## src/rtl/jump_unit.sv

```systemverilog
// jump_unit: next-PC select (pc, offset, jump_type, branch_taken -> jump_addr, link, taken, link_addr) plus registered ret_addr_q/taken_q
module jump_unit #(
  parameter int ADDR_W  = 21,
  parameter int PC_STEP = 1
) (
  input  logic              clk,
  input  logic              rst,
  input  logic [ADDR_W-1:0] pc,
  input  logic [ADDR_W-1:0] offset,
  input  logic [1:0]        jump_type,
  input  logic              branch_taken,
  output logic [ADDR_W-1:0] jump_addr,
  output logic              link,
  output logic              taken,
  output logic [ADDR_W-1:0] link_addr,
  output logic [ADDR_W-1:0] ret_addr_q,
  output logic              taken_q
);
  logic [ADDR_W-1:0] seq, tgt;
  always_comb begin
    seq       = pc + ADDR_W'(PC_STEP);
    tgt       = pc + offset;
    taken     = jump_type[1] | (jump_type[0] & branch_taken);
    link      = &jump_type;
    jump_addr = taken ? tgt : seq;
    link_addr = seq;
  end
  always_ff @(posedge clk) begin
    if (rst) begin
      ret_addr_q <= '0;
      taken_q    <= 1'b0;
    end else begin
      taken_q <= taken;
      if (link) ret_addr_q <= seq;
    end
  end
endmodule

```

## config.mk

```make
export PLATFORM = sky130hd
export DESIGN_NAME = jump_unit
export DESIGN_NICKNAME = d
export VERILOG_FILES = /design/src/rtl/jump_unit.sv
export SDC_FILE = /design/constraint.sdc
export NUM_CORES = 1
export LEC_CHECK = 0
export ABC_CLOCK_PERIOD_IN_PS = 4950
export BUFFER_PORTS_ARGS = -buffer_cell sky130_fd_sc_hd__buf_2
export CORE_MARGIN = 2
export CORE_UTILIZATION = 40
export CTS_CLUSTER_DIAMETER = 120
export DETAILED_ROUTE_END_ITERATION = 7
export MAX_ROUTING_LAYER = met4
export PLACE_DENSITY = 0.75
export SYNTH_ARGS = -nofsm -noshare
export SYNTH_HDL_FRONTEND = slang
export SYNTH_SLANG_ARGS = --single-unit
```

## constraint.sdc

```tcl
create_clock -name clk -period 4.95 [get_ports clk]
set_input_delay 1.485 -clock clk [delete_from_list [all_inputs] [get_ports clk]]
set_output_delay 1.485 -clock clk [all_outputs]
set_load 0.005 [all_outputs]
```

==> results.toml <==
[outcome]
outcome = "finished with violations"
violations = "negative setup slack"

[floorplan]
die_y_um = 81.7
io_pins = 113
dieArea_um2 = 6670
die_w_um = 81.7
rows = 28
start_util_pct = 41.0
coreArea_um2 = 5890

[route]
vias_per_cell = 5.38
dr.pass1.iters = 4
routed_wl_mm = 8.64
drcViolationCount = 0
ant_nets = 0
wire_per_inst_um = 15.0
vias = 3096
drtIter0Drc = 206

[logic_synthesis]
synth_largest_area_cell = "dfxtp_1"
synthArstFlopShare_pct = 0
seq_area_frac_synth_pct = 18.2
syn_inst = 341
synthTopCellsByArea = "dfxtp_1, ha_1, nor2_1"
syn_nets = 410
synth-edff-count = 0
synth.distinct_cells = 45
synth_top_area_share_pct = 18.2
yosys_warnings = 0
synth_flop_cell = "dfxtp_1"
syn-cell-area_um2 = 2410
syn_avg_cell_area_um2 = 7.08
ys_seq_elements = 22

[grt]
grt_pass1_vias = 2818
antenna_found_initial = 0
grt_max_degree = 29
track_usage_pct = 25.3
overflow = 0
grt_pass1_wl_mm = 13.0

[pwr]
p_leak_nw = 1.82
power_w = 0.000705
ir_drop_mv = 0.192
power_density_nw_per_um2 = 191

[finish]
nets = 571
stdcell_count = 576
final_cell_mix = "buf_2, buf_4, nor2_1, nand2_1, dfxtp_1"
num-fill-cells = 518
drive_above_1_share_pct = 40.7
diodes = 0
layout_commonest_cell = "buf_2"
area_growth_pct = 53.2

[timing]
clock_skew_ns = 0
hold_viol_final = 0
tightest_slew_ns = 0.398
drv_slew = 0
relSlewSlack_pct = 73.5
timing.fmax_mhz = 195
setup_slack_ns = -0.178
fin_crit_sh_pct = 104
rsz0062_at_grt = "true"
min_period_ns = 5.13
finalSetupViolCount = 5

[placed_design]
place_inst = 568
gp_congestion = 0.920
dp_hpwl_mm = 6.99
portBuffers = 112

[clock_tree]
clockRootBuffer = "clkbuf_8"
clkSlewWorstSetupHoldPaths_ns = 0.08
cts_buffer_depth = 2
numCtsBuffers = 3
cts_tree = "built"
hold_buffers = 0
htreeDepth = 1
clk_latency_ns = 0.26
clock_sinks = 22

[setup_path]
ff2ff_setup_slack_ns = 4.21
r2r-end = "ret_addr_q[0]"
startpoint = "pc[0]"
cp_max_fo = 2
r2r-start = "ret_addr_q[0]"
required_ns = 3.46
cp-start-kind = "input port"
end_kind = "output port"
r2r_cells = 2
cp.arrival_ns = 3.64
path_class = "input port to output port"
crit_end = "jump_addr[20]"

[hold_path]
hp-class = "flip-flop to flip-flop"
min_path_cells = 2

[run]
maxCapViolCount = 0
layer usage:
layer	vias to the layer above	routed length (um)	share of wire (%)	GRT usage, %
li1	1542	-	-	-
met1	1421	3760	44	32.2
met2	111	4220	49	42.9
met3	22	444	5.1	1.98
met4	0	213	2.5	7.83
met5	-	0	0	-
layout make-up:
| cell class | instances | area (um2) | share of cell area, % |
|---|---|---|---|
| inverters | 12 | 45.0 | 1.22 |
| clock buffers | 4 | 55.1 | 1.49 |
| multi-input cells | 294 | 2060 | 55.6 |
| well taps | 75 | 93.8 | 2.54 |
| flip-flops and latches | 22 | 440 | 11.9 |
| repair buffers | 169 | 1010 | 27.3 |
critical path, stage by stage:
cell and delay (ns):
buf_8 0.10, ha_4 0.16, fa_2 0.39, a211oi_4 0.25, o21ai_2 0.13, a2111oi_4 0.36, nor3_2 0.09, o21a_1 0.20
o31ai_2 0.20, xor2_1 0.16, buf_2 0.13
cells in the mapped netlist, drive strengths merged, types with 2 or more instances:
library cell  number
a2111oi            2
a211oi            13
a21o              12
a21oi             26
and3               5
and4               3
buf                2
clkbuf            11
dfxtp             22
ha                21
inv               12
mux2i              3
nand2             34
nand3             13
nand4              4
nor2              53
nor3              20
nor4bb             3
o211ai             3
o21a               4
o21ai             18
o21bai             6
o22ai              2
o31ai              2
or3                4
xnor2             14
xor2              17
flip-flops by register name, indices dropped and copies added, names as in the netlist:
name,flops
ret_addr_q,21
taken_q,1
cell families after synthesis:
group / count (synthesis) / synth area share (%)
xor+xnor: 31 / 11.2
flops: 22 / 18.2
compound gates: 92 / 25.6
simple gates: 146 / 28.1
mux: 3 / 1.24
buf+inv: 25 / 3.89
fa+ha+maj: 22 / 11.7
where the power goes:
| part | total, W | switching, W | internal, W |
|---|---|---|---|
| sequential | 0.000194 | 0.00000543 | 0.000189 |
| combinational | 0.000386 | 0.000198 | 0.000188 |
| clock | 0.000125 | 0.0000544 | 0.0000708 |
through the flow:
stage / hold slack, ns / instance area, um2 / setup TNS, ns / setup slack (ns) / utilization (%)
6_report: 0.461 / 3700 / -0.429 / -0.178 / 62.8
5_1_grt: 0.479 / 3700 / -0.985 / -0.291 / 62.8
4_1_cts: 0.461 / 3550 / -0.461 / -0.212 / 60.3
3_5_place_dp: 0.451 / 3430 / -0.989 / -0.337 / 58.2
3_3_place_gp: 0.444 / 3430 / -0.712 / -0.294 / 58.2
2_1_floorplan: 0.453 / 2420 / 0 / 0.0118 / -
worst min path at each step:
| stage | end | start | slack [ns] |
|---|---|---|---|
| floorplan | ret_addr_q[1] | ret_addr_q[1] | 0.45 |
| global placement | ret_addr_q[1] | ret_addr_q[1] | 0.44 |
| detailed placement | ret_addr_q[1] | ret_addr_q[1] | 0.45 |
| CTS | ret_addr_q[1] | ret_addr_q[1] | 0.46 |
| global route | ret_addr_q[1] | ret_addr_q[1] | 0.48 |
| finish | ret_addr_q[1] | ret_addr_q[1] | 0.46 |
what timing repair did:
item                                    in CTS  in global routing
endpoints found under the setup margin       7                 10
pin swaps                                   16                 16
buffers inserted                             3                  2
resized for setup                           10                 23
endpoints found under the hold margin        0                  0
Note: power is estimated with default switching activity, not from simulation.
